## config.mk

```make
export PLATFORM = sky130hd
export DESIGN_NAME = ram_sweep_ctrl
export DESIGN_NICKNAME = d
export VERILOG_FILES = /design/src/rtl/ram_sweep_pkg.sv /design/src/rtl/ram_sweep_pace.sv /design/src/rtl/ram_sweep_ctrl.sv
export SDC_FILE = /design/constraint.sdc
export NUM_CORES = 1
export LEC_CHECK = 0
export BUFFER_PORTS_ARGS = -buffer_cell sky130_fd_sc_hd__buf_2
export CORE_UTILIZATION = 64
export CTS_BUF_LIST = sky130_fd_sc_hd__clkbuf_4 sky130_fd_sc_hd__clkbuf_8
export DETAILED_ROUTE_END_ITERATION = 8
export GPL_ROUTABILITY_DRIVEN = 0
export GPL_TIMING_DRIVEN = 0
export MAX_ROUTING_LAYER = met4
export PLACE_DENSITY = 0.88
export SLEW_MARGIN = 15
export SYNTH_ARGS = -nofsm -noshare
export SYNTH_HDL_FRONTEND = slang
export SYNTH_SLANG_ARGS = --single-unit
export TNS_END_PERCENT = 100
```

## constraint.sdc

```tcl
create_clock -name sys_clk -period 6.5 [get_ports sys_clk]
set_input_delay 1.3 -clock sys_clk [delete_from_list [all_inputs] [get_ports sys_clk]]
set_output_delay 1.3 -clock sys_clk [all_outputs]
set_load 0.02 [all_outputs]
```

## src/rtl/ram_sweep_pkg.sv

```systemverilog
// Shared types and the data-pattern generator for the RAM sweep controller.
package ram_sweep_pkg;

   typedef enum logic [2:0] {
      ST_IDLE   = 3'd0,
      ST_WRITE  = 3'd1,
      ST_READ   = 3'd2,
      ST_VERIFY = 3'd3,
      ST_DRAIN  = 3'd4
   } sweep_state_e;

   typedef enum logic [1:0] {
      PAT_ADDR    = 2'd0,
      PAT_INV     = 2'd1,
      PAT_CHECKER = 2'd2,
      PAT_SEED    = 2'd3
   } pat_sel_e;

   // Produces a 64-bit pattern word; callers truncate to their data width,
   // which yields zero-extension/truncation of the address or seed.
   function automatic logic [63:0] pattern_word(input pat_sel_e sel,
                                                input logic [63:0] addr_w,
                                                input logic [63:0] seed_w);
      logic [63:0] word_s;
      case (sel)
         PAT_ADDR:    word_s = addr_w;
         PAT_INV:     word_s = ~addr_w;
         PAT_CHECKER: word_s = addr_w[0] ? {32{2'b10}} : {32{2'b01}};
         PAT_SEED:    word_s = seed_w;
         default:     word_s = 64'h0;
      endcase
      return word_s;
   endfunction

endpackage

```

## src/rtl/ram_sweep_pace.sv

```systemverilog
// Free-running 0..RD_DIV-1 counter; tick marks the terminal count.
module ram_sweep_pace #(
   parameter int unsigned RD_DIV = 10_000_000
) (
   input  logic sys_clk,
   input  logic sys_rst,
   input  logic clr,
   input  logic en,
   output logic tick
);

   localparam int unsigned CNT_W = (RD_DIV > 1) ? $clog2(RD_DIV) : 1;
   localparam logic [CNT_W-1:0] CNT_MAX = CNT_W'(RD_DIV - 1);

   logic [CNT_W-1:0] cnt_r;

   // Pace counter: cleared on request, otherwise counts while enabled and wraps.
   always_ff @(posedge sys_clk) begin
      if (sys_rst) begin
         cnt_r <= {CNT_W{1'b0}};
      end else if (clr) begin
         cnt_r <= {CNT_W{1'b0}};
      end else if (en) begin
         if (cnt_r == CNT_MAX) begin
            cnt_r <= {CNT_W{1'b0}};
         end else begin
            cnt_r <= cnt_r + CNT_W'(1);
         end
      end else begin
         cnt_r <= cnt_r;
      end
   end

   assign tick = (cnt_r == CNT_MAX);

endmodule

```

## src/rtl/ram_sweep_ctrl.sv

```systemverilog
// RAM sweep controller: pattern write, paced read-out and full-speed verify.
module ram_sweep_ctrl
   import ram_sweep_pkg::*;
#(
   parameter int unsigned ADDR_W = 8,
   parameter int unsigned DATA_W = 8,
   parameter int unsigned RD_DIV = 10_000_000,
   parameter int unsigned ERR_W  = 16,
   parameter logic [7:0]  SEED   = 8'hA5
) (
   input  logic              sys_clk,
   input  logic              sys_rst,
   input  logic              key_wr,
   input  logic              key_rd,
   input  logic              key_chk,
   input  logic [1:0]        pattern_sel,
   input  logic [DATA_W-1:0] rd_data,
   output logic              wr_en,
   output logic              rd_en,
   output logic [ADDR_W-1:0] addr,
   output logic [DATA_W-1:0] wr_data,
   output logic              busy,
   output logic              done,
   output logic              pass,
   output logic [ERR_W-1:0]  err_cnt,
   output logic [ADDR_W-1:0] err_addr
);

   localparam logic [ADDR_W-1:0] ADDR_LAST = {ADDR_W{1'b1}};
   localparam logic [ERR_W-1:0]  ERR_MAX   = {ERR_W{1'b1}};

   sweep_state_e      state_r, state_nxt_s;
   pat_sel_e          pat_r, pat_nxt_s;
   logic [ADDR_W-1:0] addr_d_r;
   logic              cmp_vld_r, err_seen_r;

   logic              chk_acc_s, rd_acc_s, any_acc_s;
   logic              pace_tick_s, pace_clr_s, pace_en_s;
   logic [DATA_W-1:0] exp_cmp_s;
   logic              mismatch_s;
   logic [ERR_W-1:0]  err_upd_s;

   logic              wr_en_nxt_s, rd_en_nxt_s, done_nxt_s, pass_nxt_s, err_seen_nxt_s;
   logic [ADDR_W-1:0] addr_nxt_s, err_addr_nxt_s;
   logic [DATA_W-1:0] wr_data_nxt_s;
   logic [ERR_W-1:0]  err_cnt_nxt_s;

   // key_wr always wins; check and read keys are dead while writing.
   assign chk_acc_s = key_chk && !key_wr && (state_r != ST_WRITE);
   assign rd_acc_s  = key_rd && !key_wr && !key_chk && (state_r != ST_WRITE);
   assign any_acc_s = key_wr || chk_acc_s || rd_acc_s;

   // Read data returns one cycle after the address, so compare against the delayed address.
   assign exp_cmp_s  = DATA_W'(pattern_word(pat_r, 64'(addr_d_r), 64'(SEED)));
   assign mismatch_s = cmp_vld_r && (rd_data != exp_cmp_s);
   assign err_upd_s  = (mismatch_s && (err_cnt != ERR_MAX)) ? (err_cnt + ERR_W'(1)) : err_cnt;

   ram_sweep_pace #(.RD_DIV(RD_DIV)) u_pace (
      .sys_clk (sys_clk),
      .sys_rst (sys_rst),
      .clr     (pace_clr_s),
      .en      (pace_en_s),
      .tick    (pace_tick_s)
   );

   // State register.
   always_ff @(posedge sys_clk) begin
      if (sys_rst) begin
         state_r <= ST_IDLE;
      end else begin
         state_r <= state_nxt_s;
      end
   end

   // Next-state logic: accepted keys first, then sweep progress.
   always_comb begin
      state_nxt_s = state_r;
      if (key_wr) begin
         state_nxt_s = ST_WRITE;
      end else if (chk_acc_s) begin
         state_nxt_s = ST_VERIFY;
      end else if (rd_acc_s) begin
         state_nxt_s = ST_READ;
      end else begin
         case (state_r)
            ST_WRITE:  state_nxt_s = (addr == ADDR_LAST) ? ST_IDLE : ST_WRITE;
            ST_VERIFY: state_nxt_s = (addr == ADDR_LAST) ? ST_DRAIN : ST_VERIFY;
            ST_DRAIN:  state_nxt_s = ST_IDLE;
            default:   state_nxt_s = state_r;
         endcase
      end
   end

   // Output logic: next values for every registered output and verify bookkeeping.
   always_comb begin
      addr_nxt_s     = addr;
      wr_en_nxt_s    = 1'b0;
      rd_en_nxt_s    = 1'b0;
      done_nxt_s     = 1'b0;
      pass_nxt_s     = pass;
      pat_nxt_s      = pat_r;
      err_cnt_nxt_s  = err_upd_s;
      err_addr_nxt_s = (mismatch_s && !err_seen_r) ? addr_d_r : err_addr;
      err_seen_nxt_s = err_seen_r || mismatch_s;
      pace_clr_s     = 1'b1;
      pace_en_s      = 1'b0;
      if (key_wr) begin
         addr_nxt_s  = {ADDR_W{1'b0}};
         pat_nxt_s   = pat_sel_e'(pattern_sel);
         wr_en_nxt_s = 1'b1;
      end else if (chk_acc_s) begin
         addr_nxt_s     = {ADDR_W{1'b0}};
         rd_en_nxt_s    = 1'b1;
         err_cnt_nxt_s  = {ERR_W{1'b0}};
         err_addr_nxt_s = {ADDR_W{1'b0}};
         err_seen_nxt_s = 1'b0;
         pass_nxt_s     = 1'b0;
      end else if (rd_acc_s) begin
         addr_nxt_s  = {ADDR_W{1'b0}};
         rd_en_nxt_s = 1'b1;
      end else begin
         case (state_r)
            ST_WRITE: begin
               if (addr == ADDR_LAST) begin
                  addr_nxt_s = {ADDR_W{1'b0}};
                  done_nxt_s = 1'b1;
               end else begin
                  addr_nxt_s  = addr + ADDR_W'(1);
                  wr_en_nxt_s = 1'b1;
               end
            end
            ST_READ: begin
               rd_en_nxt_s = 1'b1;
               pace_clr_s  = 1'b0;
               pace_en_s   = 1'b1;
               addr_nxt_s  = pace_tick_s ? (addr + ADDR_W'(1)) : addr;
            end
            ST_VERIFY: begin
               if (addr == ADDR_LAST) begin
                  addr_nxt_s = {ADDR_W{1'b0}};
               end else begin
                  addr_nxt_s  = addr + ADDR_W'(1);
                  rd_en_nxt_s = 1'b1;
               end
            end
            ST_DRAIN: begin
               done_nxt_s = 1'b1;
               pass_nxt_s = (err_upd_s == {ERR_W{1'b0}});
            end
            default: begin
               addr_nxt_s = addr;
            end
         endcase
      end
      if (wr_en_nxt_s) begin
         wr_data_nxt_s = DATA_W'(pattern_word(pat_nxt_s, 64'(addr_nxt_s), 64'(SEED)));
      end else begin
         wr_data_nxt_s = {DATA_W{1'b0}};
      end
   end

   // Output and bookkeeping registers.
   always_ff @(posedge sys_clk) begin
      if (sys_rst) begin
         wr_en      <= 1'b0;
         rd_en      <= 1'b0;
         addr       <= {ADDR_W{1'b0}};
         wr_data    <= {DATA_W{1'b0}};
         busy       <= 1'b0;
         done       <= 1'b0;
         pass       <= 1'b0;
         err_cnt    <= {ERR_W{1'b0}};
         err_addr   <= {ADDR_W{1'b0}};
         pat_r      <= PAT_ADDR;
         addr_d_r   <= {ADDR_W{1'b0}};
         cmp_vld_r  <= 1'b0;
         err_seen_r <= 1'b0;
      end else begin
         wr_en      <= wr_en_nxt_s;
         rd_en      <= rd_en_nxt_s;
         addr       <= addr_nxt_s;
         wr_data    <= wr_data_nxt_s;
         busy       <= (state_nxt_s != ST_IDLE);
         done       <= done_nxt_s;
         pass       <= pass_nxt_s;
         err_cnt    <= err_cnt_nxt_s;
         err_addr   <= err_addr_nxt_s;
         pat_r      <= pat_nxt_s;
         addr_d_r   <= addr;
         cmp_vld_r  <= (state_r == ST_VERIFY) && !any_acc_s;
         err_seen_r <= err_seen_nxt_s;
      end
   end

endmodule

```

; ---- Word level (Yosys, flattened, before mapping)
; Cells that the tools add are included.
; W data, S select, Z words.
[word_totals]
regBits = 84
inputBits = 15
elab_cells = 112
[op_classes]
addsub = 3
reduce_logical = 27
bitwise_logic = 4
n_eq_ne = 16
mux = 47
[ops]
columns = cell, count
row1 = $mux W8, 10
row2 = $pmux W8 S4, 2
row3 = $mux W16, 3
row4 = $add A24 B1 Y24 const B, 1
row5 = $eq A24 B24 Y1 const B, 1
row6 = $mux W24, 1
row7 = $mux W1, 22
row8 = $add A16 B1 Y16 const B, 1
row9 = $logic_not A16 Y1, 1
row10 = $ne A16 B16 Y1 const B, 1
row11 = $not A8 Y8, 2
row12 = $pmux W8 S2, 1
row13 = $mux W3, 4
row14 = $logic_and A1 B1 Y1, 9
row15 = $pmux W3 S3, 1
row16 = $add A8 B1 Y8 const B, 1
row17 = $eq A2 B2 Y1 const B, 4
row18 = $eq A8 B8 Y1 const B, 1
row19 = $ne A8 B8 Y1, 1
row20 = $reduce_or A2 Y1, 4
row21 = $eq A3 B2 Y1 const B, 2
row22 = $eq A2 B1 Y1 const B, 2
row23 = $logic_not A1 Y1, 4
row24 = $logic_not A2 Y1, 2
row25 = 12 further kinds, 16

; ---- Longest topological paths before layout
; Gate-level depths: netlist of the first run.
[depth]
ltp_word = 10
mapped_depth = 11
depth_no_buf = 10

; ---- By module
; A second synthesis of the first run with hierarchy kept.
[hier_totals]
cells_unflattened = 525
hier_area_um2 = 4329.2
[modules_own_cells]
columns = mod, seq_area_each_um2, area_per_inst_um2, instances, cells_per_inst
row1 = ram_sweep_ctrl, 1201.2, 3149.3, 1, 388
row2 = ram_sweep_pace, 480.5, 1179.9, 1, 137

; ---- Least setup slack after synthesis of the first run
; No wires, ideal clock.
[synth_timing]
path_type = in2reg
from = input port rd_data[4]
to = register pass
slack_ns = 3.034
t_required_ns = 6.413
path_buffers = 0
cell_stages = 8
t_arrival_ns = 3.379
cell_sequence = or2_2 > a2111oi_2 > nor2_1 > o31ai_1 > nor3_1 > mux2i_1 > or4_1 > o31ai_1
[synth_via]
elab_chain_cells = 8
[synth_lines]
columns = element, line
row1 = "start, declared", ram_sweep_ctrl.sv:17  ; input logic [DATA_W-1:0] rd_data,
row2 = $ne A8 B8 Y1, ram_sweep_ctrl.sv:55  ; assign mismatch_s = cmp_vld_r && (rd_data != exp_cmp_s);
row3 = $logic_and A1 B1 Y1, ram_sweep_ctrl.sv:55
row4 = $logic_and A1 B1 Y1, ram_sweep_ctrl.sv:56  ; assign err_upd_s = (mismatch_s && (err_cnt != ERR_MAX)) ? (err_cnt + ERR_W'(1)) : err_cnt;
row5 = $mux W16, ram_sweep_ctrl.sv:56
row6 = $logic_not A16 Y1, ram_sweep_ctrl.sv:148  ; pass_nxt_s = (err_upd_s == {ERR_W{1'b0}});
row7 = $mux W1, ram_sweep_ctrl.sv:122  ; case (state_r)
row8 = $mux W1, ram_sweep_ctrl.sv:118  ; end else if (rd_acc_s) begin
row9 = $mux W1, ram_sweep_ctrl.sv:111  ; end else if (chk_acc_s) begin
row10 = "end signal, assigned", ram_sweep_ctrl.sv:185  ; pass <= pass_nxt_s;
row11 = "end, declared", ram_sweep_ctrl.sv:24  ; output logic pass,
; Every way passes these cells. The select of a mux whose other input is x is not followed.
; A chain may end at the register's enable or synchronous reset.

; ---- Worst setup path in the final report of the first run
[layout_timing]
from = input port key_wr
to = register u_pace.cnt_r[21]
[layout_via]
elab_chain_cells = 8
word_cells_on_any_way = 13
classes_between = 6 x mux / 7 x reduce/logical
[layout_lines]
columns = element, line
row1 = "start, declared", ram_sweep_ctrl.sv:13  ; input logic key_wr,
row2 = $logic_not A1 Y1, "ram_sweep_ctrl.sv:49, ram_sweep_ctrl.sv:50"
row3 = $logic_and A1 B1 Y1 (3 in a row), ram_sweep_ctrl.sv:50  ; assign rd_acc_s = key_rd && !key_wr && !key_chk && (state_r != ST_WRITE);
row4 = $mux W1, ram_sweep_ctrl.sv:118
row5 = $mux W1, ram_sweep_ctrl.sv:111
row6 = $mux W1, ram_sweep_ctrl.sv:107  ; if (key_wr) begin
row7 = $reduce_or A2 Y1 (no line), n/a
row8 = "end signal, assigned", ram_sweep_pace.sv:25  ; cnt_r <= {CNT_W{1'b0}};
row9 = "end signal, assigned", ram_sweep_pace.sv:27  ; cnt_r <= cnt_r + CNT_W'(1);
row10 = "end signal, assigned", ram_sweep_pace.sv:30  ; cnt_r <= cnt_r;
row11 = "end, declared", ram_sweep_pace.sv:15  ; logic [CNT_W-1:0] cnt_r;
; Several ways; a longest one is shown, not always the timed one.

==> out/qor.csv, run 1 <==
metric;value;unit
CP Launch Type;primary input;
vias in the first global route;3762;
Final Hold Viols;0;
Synth-to-Final Area Change;13.7;%
Synth area leader;dfxtp_1;
DIE AREA;0.00694;mm2
wirelength, routed;10000;um
Slew Limit Headroom;44.2;%
Static Leak;1.86;nW
Clock Path Buffers;2;
ant diodes;0;
drc violations;0;
HP Start;u_pace.cnt_r[0]$_SDFFE_PP0P_;
core area;0.00635;mm2
Setup crit end kind;flop;
crit-path max FO;7;
clock sinks;84;
Post-Syn Instances;511;
routed vias;3972;
Avg Cell Area, Syn;8.28;um2
post-synthesis register bit count;84;
min Tclk post-route;3.67;ns
initial antenna violation count;0;
GRT busiest layer;met2;
Post-synth ARST share;0;%
final core occ;75.8;%
M1 GR Usage;38.4;%
status;completed;
register area;0.00168;mm2
H-tree depth;3;
TritonCTS clock tree;yes;
sequential cell area fraction in the yosys report;39.7;%
top cells by area, synth;dfxtp_1 (40%), nor2_1 (8.0%), xor2_1 (5.6%), mux2i_1 (5.0%), nand2_1 (3.6%);
Clk pin slew, worst setup/hold paths;0.07;ns
Worst-Margin Slew;0.834;ns
WS Path Type;primary input to flop;
largest net degree at the start of global routing;14;
Mapped Nets;529;
origin of the critical flop-to-flop path;state_r[0]$_SDFF_PP0_;
CTS Hold Buffers Added;0;
Hold WC Path Type;flop to flop;
Tcrit/Tclk final;56.4;%
post-DP HPWL;7180;um
synthesized area;0.00423;mm2
depth of the worst hold-timing path;1;
Max-Cap Viols;0;
pwr dens;203;mW/mm2
setup_tns;0;ns
Non-Filler Instances;661;
Post-layout nets;598;
pins over their slew limit;0;
Worst VDD drop;0.158;mV
Starting Density;66.7;%
Required @ worst endpoint;6.77;ns
FF-to-FF setup slack;3.38;ns
worst skew pair latency;0.34;ns
Fillers;472;
final setup fails;0;
dpl cells;646;
f_max;273;MHz
post-CTS sizing;0;
Via density;6.01;
DR iter-0 viols;194;
Routed WL per cell;15.1;um
GR Util met2;51.6;%
depth of the worst register-to-register path;10;
Global Route Usage Sum;31.0;%
Multi-input gate area;0.00242;mm2
row count;29;
Synth Flop Type;dfxtp_1;
Setup Skew;0.00628;ns
Ys Warns;0;
GRT overflow;0;
Distinct cells, synth;56;
RSZ-0062 raised after global routing;false;
met3 Usage GRT;3.98;%
total CTS buffers;9;
Root Buffer;clkbuf_8;
first-pass GRT wire length;17100;um
critical path data arrival time;3.94;ns
Die H;83.3;um
FF-to-FF End;pass$_SDFFE_PP0P_;
share of the synthesized area in the top cell type;39.7;%
Post-CTS Setup Bufs;0;
Post-synth EDFFs;0;
share of cells above drive strength 1;15.2;%
die width;83.3;um
Routed Antenna Nets;0;
Ports;60;
1st-pass router iterations;4;
port bufs;58;
hold path endpoint;u_pace.cnt_r[0]$_SDFFE_PP0P_;
==> how the worst max path moves through the flow <==
stage | from | to | slack, ns | cells after the start
final | key_wr | u_pace.cnt_r[21]$_SDFFE_PP0P_ | 2.83 | 10
after global routing | rd_data[0] | pass$_SDFFE_PP0P_ | 2.63 | 10
after CTS | key_wr | u_pace.cnt_r[21]$_SDFFE_PP0P_ | 2.86 | 10
after detailed placement | rd_data[0] | pass$_SDFFE_PP0P_ | 2.50 | 10
after global placement | rd_data[0] | pass$_SDFFE_PP0P_ | 2.54 | 10
after floorplan | rd_data[4] | pass$_SDFFE_PP0P_ | 3.03 | 8
==> final cells by class <==
class	count	share of cell area, %
clock buffer	11	3.01
inverter	11	0.858
timing repair buffer	58	6.03
clock inverter	4	1.04
tap	77	2.00
buffer	18	1.77
multi-input combinational	398	50.4
sequential	84	34.9
==> stage by stage <==
step	power, mW	hold slack (ns)	setup WS (ns)	area (um2)
after detailed placement	0.620	0.441	2.50	4620
after CTS	0.981	0.460	2.86	4810
after global placement	0.617	0.433	2.54	4620
after floorplan	0.594	0.418	3.03	4230
after global routing	1.01	0.471	2.63	4810
final	0.978	0.459	2.83	4810
==> worst max-delay path, stage by stage <==
cell	delay, ns
buf_2	0.11
nor4_1	0.34
nand3_1	0.29
nor4_2	0.42
nand2_1	0.13
or2_1	0.27
nor2_1	0.28
nand4_1	0.26
or3_1	0.39
a21oi_1	0.15
==> flip-flops by register name, indices dropped and copies added, names as in the netlist <==
signal and cells:
cmp_vld_r 1, err_cnt 16, addr_d_r 8, done 1
state_r 3, wr_data 8, wr_en 1, err_seen_r 1
err_addr 8, busy 1, addr 8, rd_en 1
pat_r 2, u_pace.cnt_r 24, pass 1
==> cell usage in the layout, fill, tap and decap left out, types with 11 or more instances in the layout <==
master / n
a21oi_1: 25
buf_2: 60
clkbuf_1: 14
dfxtp_1: 84
inv_1: 11
mux2i_1: 21
nand2_1: 41
nand3_1: 18
nand4_1: 14
nor2_1: 90
nor2b_1: 17
nor3_1: 17
xnor2_1: 17
xor2_1: 27
==> report_power, final <==
group          internal, mW  switching [mW]
registers             0.521         0.00363
logic                0.0293          0.0558
clock network         0.190           0.178
total                 0.740           0.238
==> Yosys cell counts (all sizes together), types with 2 or more instances <==
library cell   n
clkbuf        14
o31ai          6
nor4           6
mux2i         21
o31a           3
nor2          90
xnor2         18
and3           9
mux2           5
buf            4
dfxtp         84
nor2b         17
nor4bb         2
o211ai         4
o21a           3
o22ai          4
nand2b         6
a21oi         25
a31oi          3
inv           11
and2           4
nor3b          2
xor2          27
ha             3
or2            7
nand2         41
a22oi          3
o21ai          9
nor3          17
and4           3
or4            2
nand3         18
or3           10
nand4         14
==> cell families (layout without fill, tap and decap cells) <==
| logic type | Yosys count | in the layout | synth area share [%] |
|---|---|---|---|
| and+or+nand+nor | 253 | 253 | 29.6 |
| xor gates and xnor gates | 45 | 45 | 9.49 |
| buffers and inverters | 29 | 102 | 2.99 |
| DFF | 84 | 84 | 39.7 |
| AOI/OAI and AO/OA | 71 | 71 | 11.0 |
| adders and majority gates | 3 | 3 | 0.887 |
| muxes | 26 | 26 | 6.30 |
==> per-layer routing <==
| metal | up-vias | share of wire (%) |
|---|---|---|
| met1 | 1843 | 43 |
| met5 | - | 0 |
| met2 | 174 | 48 |
| met3 | 32 | 6.7 |
| li1 | 1923 | - |
| met4 | 0 | 2.4 |
No activity file was read; power rests on OpenSTA's default activity.
==> inputs of run 2 (changes only) <==
--- a/config.mk
+++ b/config.mk
@@ -6,13 +6,13 @@
 export NUM_CORES = 1
 export LEC_CHECK = 0
 export BUFFER_PORTS_ARGS = -buffer_cell sky130_fd_sc_hd__buf_2
-export CORE_UTILIZATION = 64
+export CORE_UTILIZATION = 54
 export CTS_BUF_LIST = sky130_fd_sc_hd__clkbuf_4 sky130_fd_sc_hd__clkbuf_8
 export DETAILED_ROUTE_END_ITERATION = 8
 export GPL_ROUTABILITY_DRIVEN = 0
 export GPL_TIMING_DRIVEN = 0
 export MAX_ROUTING_LAYER = met4
-export PLACE_DENSITY = 0.88
+export PLACE_DENSITY = 0.79
 export SLEW_MARGIN = 15
 export SYNTH_ARGS = -nofsm -noshare
 export SYNTH_HDL_FRONTEND = slang
==> constraint.sdc (replaced) <==
create_clock -name sys_clk -period 3.3 [get_ports sys_clk]
set_input_delay 0.66 -clock sys_clk [delete_from_list [all_inputs] [get_ports sys_clk]]
set_output_delay 0.66 -clock sys_clk [all_outputs]
set_load 0.02 [all_outputs]
==> run 2 against run 1 <==
Effect of this change: first-iteration DRC count increased by 24%; total power increased by 110%; global-route usage decreased by 6.0 points.
==> out/qor.csv, run 2 (synthesized netlist as in run 1, its figures left out) <==
metric;value;unit;change
Clock Path Buffers;2;;unchanged
Routed Antenna Nets;0;;unchanged
crit-path max FO;6;;-1
Hold WC Path Type;flop to flop;;
GR Util met2;38.1;%;-13 points
RSZ-0062 raised after global routing;false;;
most used cell, CP;a21oi_1;;
Global Route Usage Sum;25.0;%;-6.0 points
largest net degree at the start of global routing;14;;unchanged
Slew Limit Headroom;43.7;%;-0.47 points
CP max stage cell;or4bb_1;;
final setup fails;0;;unchanged
DR iter-0 viols;240;;+24%
CP Launch Type;flop;;
Largest Register;u_pace.cnt_r;;
Synth-to-Final Area Change;15.2;%;
initial antenna violation count;0;;unchanged
max FFs per register;24;;unchanged
Root Buffer;clkbuf_8;;
top flop regs;u_pace.cnt_r (24), err_cnt (16);;
Final Hold Viols;0;;unchanged
first-pass GRT wire length;16200;um;-5.1%
share of cells above drive strength 1;15.4;%;+0.17 points
GRT busiest layer;met2;;
Required @ worst endpoint;3.58;ns;-3.19 ns
routed vias;3884;;-2.2%
Starting Density;57.1;%;-9.5 points
Tcrit/Tclk final;87.3;%;
vias in the first global route;3494;;-7.1%
pwr dens;413;mW/mm2;+100%
WS Path Type;flop to flop;;
M1 GR Usage;32.8;%;-5.6 points
wirelength, routed;9510;um;-5.0%
GRT overflow;0;;unchanged
post-CTS sizing;0;;unchanged
total CTS buffers;9;;unchanged
Via density;5.69;;-5.4%
post-DP HPWL;7040;um;-2.0%
H-tree depth;3;;unchanged
ant diodes;0;;unchanged
crit-path max cell delay;0.52;ns;+0.10 ns
final core occ;65.8;%;-10 points
TritonCTS clock tree;yes;;
Post-layout nets;598;;unchanged
f_max;347;MHz;
min Tclk post-route;2.88;ns;
cell breakdown of the critical path;or4bb_1 -> nor4_1 -> and3_1 -> o21ai_1 -> a21oi_1 -> xor2_1 -> nand2_1 -> mux2_1 -> a21oi_1;;
Ports;60;;unchanged
1st-pass router iterations;5;;+1
most frequent cells in the layout;nor2_1 (90), dfxtp_1 (84), buf_2 (60);;
met3 Usage GRT;5.98;%;+2.0 points
port bufs;58;;unchanged
core area;0.00741;mm2;+17%
Clk pin slew, worst setup/hold paths;0.08;ns;about the same
Fillers;629;;+33%
setup_tns;0;ns;unchanged
DIE AREA;0.00820;mm2;+18%
Setup crit end kind;flop;;
drc violations;0;;unchanged
worst skew pair latency;0.35;ns;about the same
Post-CTS Setup Bufs;0;;unchanged
Worst-Margin Slew;0.841;ns;+0.00698 ns
clock sinks;84;;unchanged
die width;90.5;um;+8.7%
Setup Skew;0.0105;ns;+0.00426 ns
Max-Cap Viols;0;;unchanged
Routed WL per cell;13.9;um;-8.0%
CTS Hold Buffers Added;0;;unchanged
status;completed;;
critical path data arrival time;3.16;ns;-0.78 ns
Static Leak;1.88;nW;+0.92%
Die H;90.5;um;+8.7%
most common cell after layout, fill and taps aside;nor2_1;;
row count;31;;+6.9%
Worst VDD drop;0.309;mV;+95%
pins over their slew limit;0;;unchanged
run 2: area by class of cell:
class                      count  area (um2)  share of cell area (%)
clock inverter                 4        72.6                    1.49
timing repair buffer          58         290                    5.95
inverter                      11        41.3                   0.847
tap                           99         124                    2.54
buffer                        18        85.1                    1.74
clock buffer                  11         151                    3.10
multi-input combinational    398        2430                    49.8
sequential                    84        1680                    34.5
run 2: layer usage:
metal | wire [um] | vias to the layer above | share of wire [%]
li1 | - | 1925 | -
met1 | 4380 | 1820 | 46
met2 | 4410 | 129 | 46
met3 | 630 | 10 | 6.6
met4 | 88 | 0 | 0.93
met5 | 0 | - | 0
run 2: worst paths after layout:
check                                    start                      endpoint  slack, ns  depth (start not counted)
setup / recovery  u_pace.cnt_r[9]$_SDFFE_PP0P_         wr_data[6]$_SDFF_PP0_       0.42                          9
hold / removal    u_pace.cnt_r[0]$_SDFFE_PP0P_  u_pace.cnt_r[0]$_SDFFE_PP0P_       0.48                          1
setup reg to reg  u_pace.cnt_r[9]$_SDFFE_PP0P_         wr_data[6]$_SDFF_PP0_       0.42                          9
hold reg to reg   u_pace.cnt_r[0]$_SDFFE_PP0P_  u_pace.cnt_r[0]$_SDFFE_PP0P_       0.48                          1
run 2: worst max-delay path: cells and delay by family, from the launching register on:
kind                      cells  cell delay (ns)
xor gates and xnor gates      1             0.20
and+or+nand+nor               4             1.33
muxes                         1             0.35
AOI/OAI and AO/OA             3             0.52
DFF                           1             0.42
run 2: power breakdown:
| part | switching (mW) | leakage, nW | total, mW | internal, mW |
|---|---|---|---|---|
| clock | 0.353 | 0.111 | 0.815 | 0.462 |
| combinational | 0.109 | 1.09 | 0.166 | 0.0577 |
| sequential | 0.00670 | 0.680 | 1.03 | 1.03 |
run 2: metrics by stage:
step | instance area [um2] | hold slack [ns] | worst slack [ns] | instances | power (mW)
floorplan | 4230 | 0.418 | 0.474 | 511 | 1.17
global placement | 4650 | 0.433 | -0.0645 | 668 | 1.22
detailed placement | 4650 | 0.458 | -0.0618 | 668 | 1.22
CTS | 4870 | 0.484 | 0.250 | 683 | 2.03
global route | 4880 | 0.488 | 0.135 | 683 | 2.11
finish | 4880 | 0.477 | 0.419 | 683 | 2.02
==> inputs of run 3 (changes only) <==
--- a/config.mk
+++ b/config.mk
@@ -6,6 +6,7 @@
 export NUM_CORES = 1
 export LEC_CHECK = 0
 export BUFFER_PORTS_ARGS = -buffer_cell sky130_fd_sc_hd__buf_2
+export CORE_MARGIN = 5
 export CORE_UTILIZATION = 54
 export CTS_BUF_LIST = sky130_fd_sc_hd__clkbuf_4 sky130_fd_sc_hd__clkbuf_8
 export DETAILED_ROUTE_END_ITERATION = 8
==> run 3 against run 2 <==
Effect of this change: sequential power barely moved; largest cell class unchanged; clock power is 19% lower; wire length up 2.8%; critical path type unchanged; final cell count up 0.59%; via count shrank 1.5%; flip-flop and latch count unchanged; combinational power is essentially flat; worst hold slack worse by 0.020 ns; worst setup slack lost 0.10 ns; critical path depth increased by 1.
==> out/qor.csv, run 3 (synthesized netlist as in run 1, its figures left out) <==
metric;value;unit;change
post-DP HPWL;7310;um;+3.9%
Final WS setup;0.320;ns;-0.0997 ns
row count;32;;+3.2%
Die H;98.5;um;+8.8%
die width;98.5;um;+8.8%
switching pwr;0.471;mW;+0.59%
1st-pass router iterations;5;;unchanged
Worst VDD drop;0.266;mV;-14%
critical path data arrival time;3.25;ns;+0.09 ns
Global Route Usage Sum;21.1;%;-3.9 points
cell breakdown of the critical path;clkbuf_1 -> inv_1 -> or3_1 -> clkbuf_1 -> a21oi_1 -> nand2b_1 -> clkbuf_1 -> nor3_1 -> o2111ai_1 -> o31ai_1;;
routed vias;3825;;-1.5%
TritonCTS clock tree;yes;;
min Tclk post-route;2.98;ns;+0.0997 ns
Int Pwr;1.39;mW;-9.9%
pwr dens;386;mW/mm2;-6.7%
Clk pin slew, worst setup/hold paths;0.08;ns;about the same
Clock Path Buffers;2;;unchanged
most common cell after layout, fill and taps aside;nor2_1;;
Routed Antenna Nets;0;;unchanged
Post-layout nets;598;;unchanged
total CTS buffers;9;;unchanged
DIE AREA;0.00971;mm2;+18%
Multi-input gate area;0.00243;mm2;unchanged
CP Launch Type;flop;;
port bufs;58;;unchanged
Setup crit end kind;flop;;
initial antenna violation count;0;;unchanged
Routed WL per cell;14.2;um;+2.2%
Tcrit/Tclk final;90.3;%;+3.0 points
register area;0.00168;mm2;unchanged
pins over their slew limit;0;;unchanged
core area;0.00769;mm2;+3.8%
Overall Power;1.86;mW;-7.5%
largest net degree at the start of global routing;14;;unchanged
Required @ worst endpoint;3.57;ns;about the same
CP max stage cell;a21oi_1;;
depth of the worst hold-timing path;1;;unchanged
Root Buffer;clkbuf_8;;
H-tree depth;3;;unchanged
Largest Register;u_pace.cnt_r;;
Seq pwr share;55.5;%;+4.2 points
Worst-Margin Slew;0.812;ns;-0.0291 ns
Synth-to-Final Area Change;14.2;%;
clock share of power;35.6;%;-4.8 points
crit-path max cell delay;0.43;ns;-0.09 ns
switch share;25.3;%;+2.0 points
Hold WC Path Type;flop to flop;;
clock sinks;84;;unchanged
vias in the first global route;3642;;+4.2%
crit-path max FO;10;;+4
Slew Limit Headroom;45.6;%;+1.9 points
Static Leak;1.85;nW;-1.2%
Starting Density;55.1;%;-2.1 points
Setup Skew;0.0101;ns;-0.000397 ns
Via density;5.57;;-2.1%
Fillers;708;;+13%
WS Path Type;flop to flop;;
wirelength, routed;9770;um;+2.8%
ant diodes;0;;unchanged
most frequent cells in the layout;nor2_1 (90), dfxtp_1 (84), buf_2 (60);;
CTS Hold Buffers Added;0;;unchanged
final setup fails;0;;unchanged
Final Hold Viols;0;;unchanged
top flop regs;u_pace.cnt_r (24), err_cnt (16);;
pre-CTS WS;-0.0424;ns;+0.0194 ns
Ports;60;;unchanged
max FFs per register;24;;unchanged
status;completed;;
depth of the worst register-to-register path;10;;+1
share of cells above drive strength 1;15.6;%;+0.14 points
Comb pwr share;8.9;%;+0.6 points
most used cell, CP;clkbuf_1;;
DR iter-0 viols;130;;-46%
first-pass GRT wire length;16500;um;+2.0%
worst skew pair latency;0.36;ns;about the same
Max-Cap Viols;0;;unchanged
f_max;336;MHz;-3.3%
drc violations;0;;unchanged
GRT overflow;0;;unchanged
RSZ-0062 raised after global routing;false;;
-- run 3: path summary, 6_finish.rpt --
check / startpoint / endpoint / slack, ns
hold reg to reg: u_pace.cnt_r[0]$_SDFFE_PP0P_ / u_pace.cnt_r[0]$_SDFFE_PP0P_ / 0.46
setup reg to reg: state_r[0]$_SDFF_PP0_ / pass$_SDFFE_PP0P_ / 0.32
hold / removal: u_pace.cnt_r[0]$_SDFFE_PP0P_ / u_pace.cnt_r[0]$_SDFFE_PP0P_ / 0.46
setup / recovery: state_r[0]$_SDFF_PP0_ / pass$_SDFFE_PP0P_ / 0.32
-- run 3: per-stage QoR --
step	area [um2]	hold slack (ns)	TNS (ns)	std cells	util (%)
floorplan	4230	0.418	0	511	-
detailed placement	4650	0.441	-0.0424	671	60.5
CTS	4830	0.461	0	687	62.8
finish	4830	0.458	0	687	62.9
global placement	4650	0.434	-0.0221	671	60.5
global route	4830	0.496	0	687	62.9
-- run 3: cell type report --
type | instances | share of cell area, %
Clock inverter | 4 | 0.518
Sequential cell | 84 | 34.8
Buffer | 18 | 1.76
Clock buffer | 12 | 3.16
Multi-Input combinational cell | 398 | 50.3
Tap cell | 102 | 2.64
Timing Repair Buffer | 58 | 6.01
Inverter | 11 | 0.854
-- run 3: what timing repair did --
| action | 4_1_cts | 5_1_grt |
|---|---|---|
| setup buffers | 0 | 0 |
| gates resized for setup | 0 | 1 |
| setup endpoints to repair | 0 | 1 |
-- run 3: power groups by stage --
stage,logic [mW],clock network (mW),registers [mW]
final,0.166,0.664,1.03
after global routing,0.184,0.726,1.04
after CTS,0.165,0.686,1.03
after floorplan,0.0988,0,1.07
after global placement,0.159,0,1.06
after detailed placement,0.163,0,1.06
-- run 3: layer usage --
metal	GRT usage, %	up-vias	wire [um]
met1	25.8	1752	4360
li1	-	1925	-
met5	-	-	0
met2	34.4	131	4660
met4	6.72	0	151
met3	5.17	17	598
-- run 3: worst max-delay path: cells and delay by family, from the launching register on --
family	cells	cell delay, ns
AND/OR/NAND/NOR	3	0.79
AO/OA/AOI/OAI	3	0.80
flip-flops	1	0.35
buffers and inverters	4	0.95
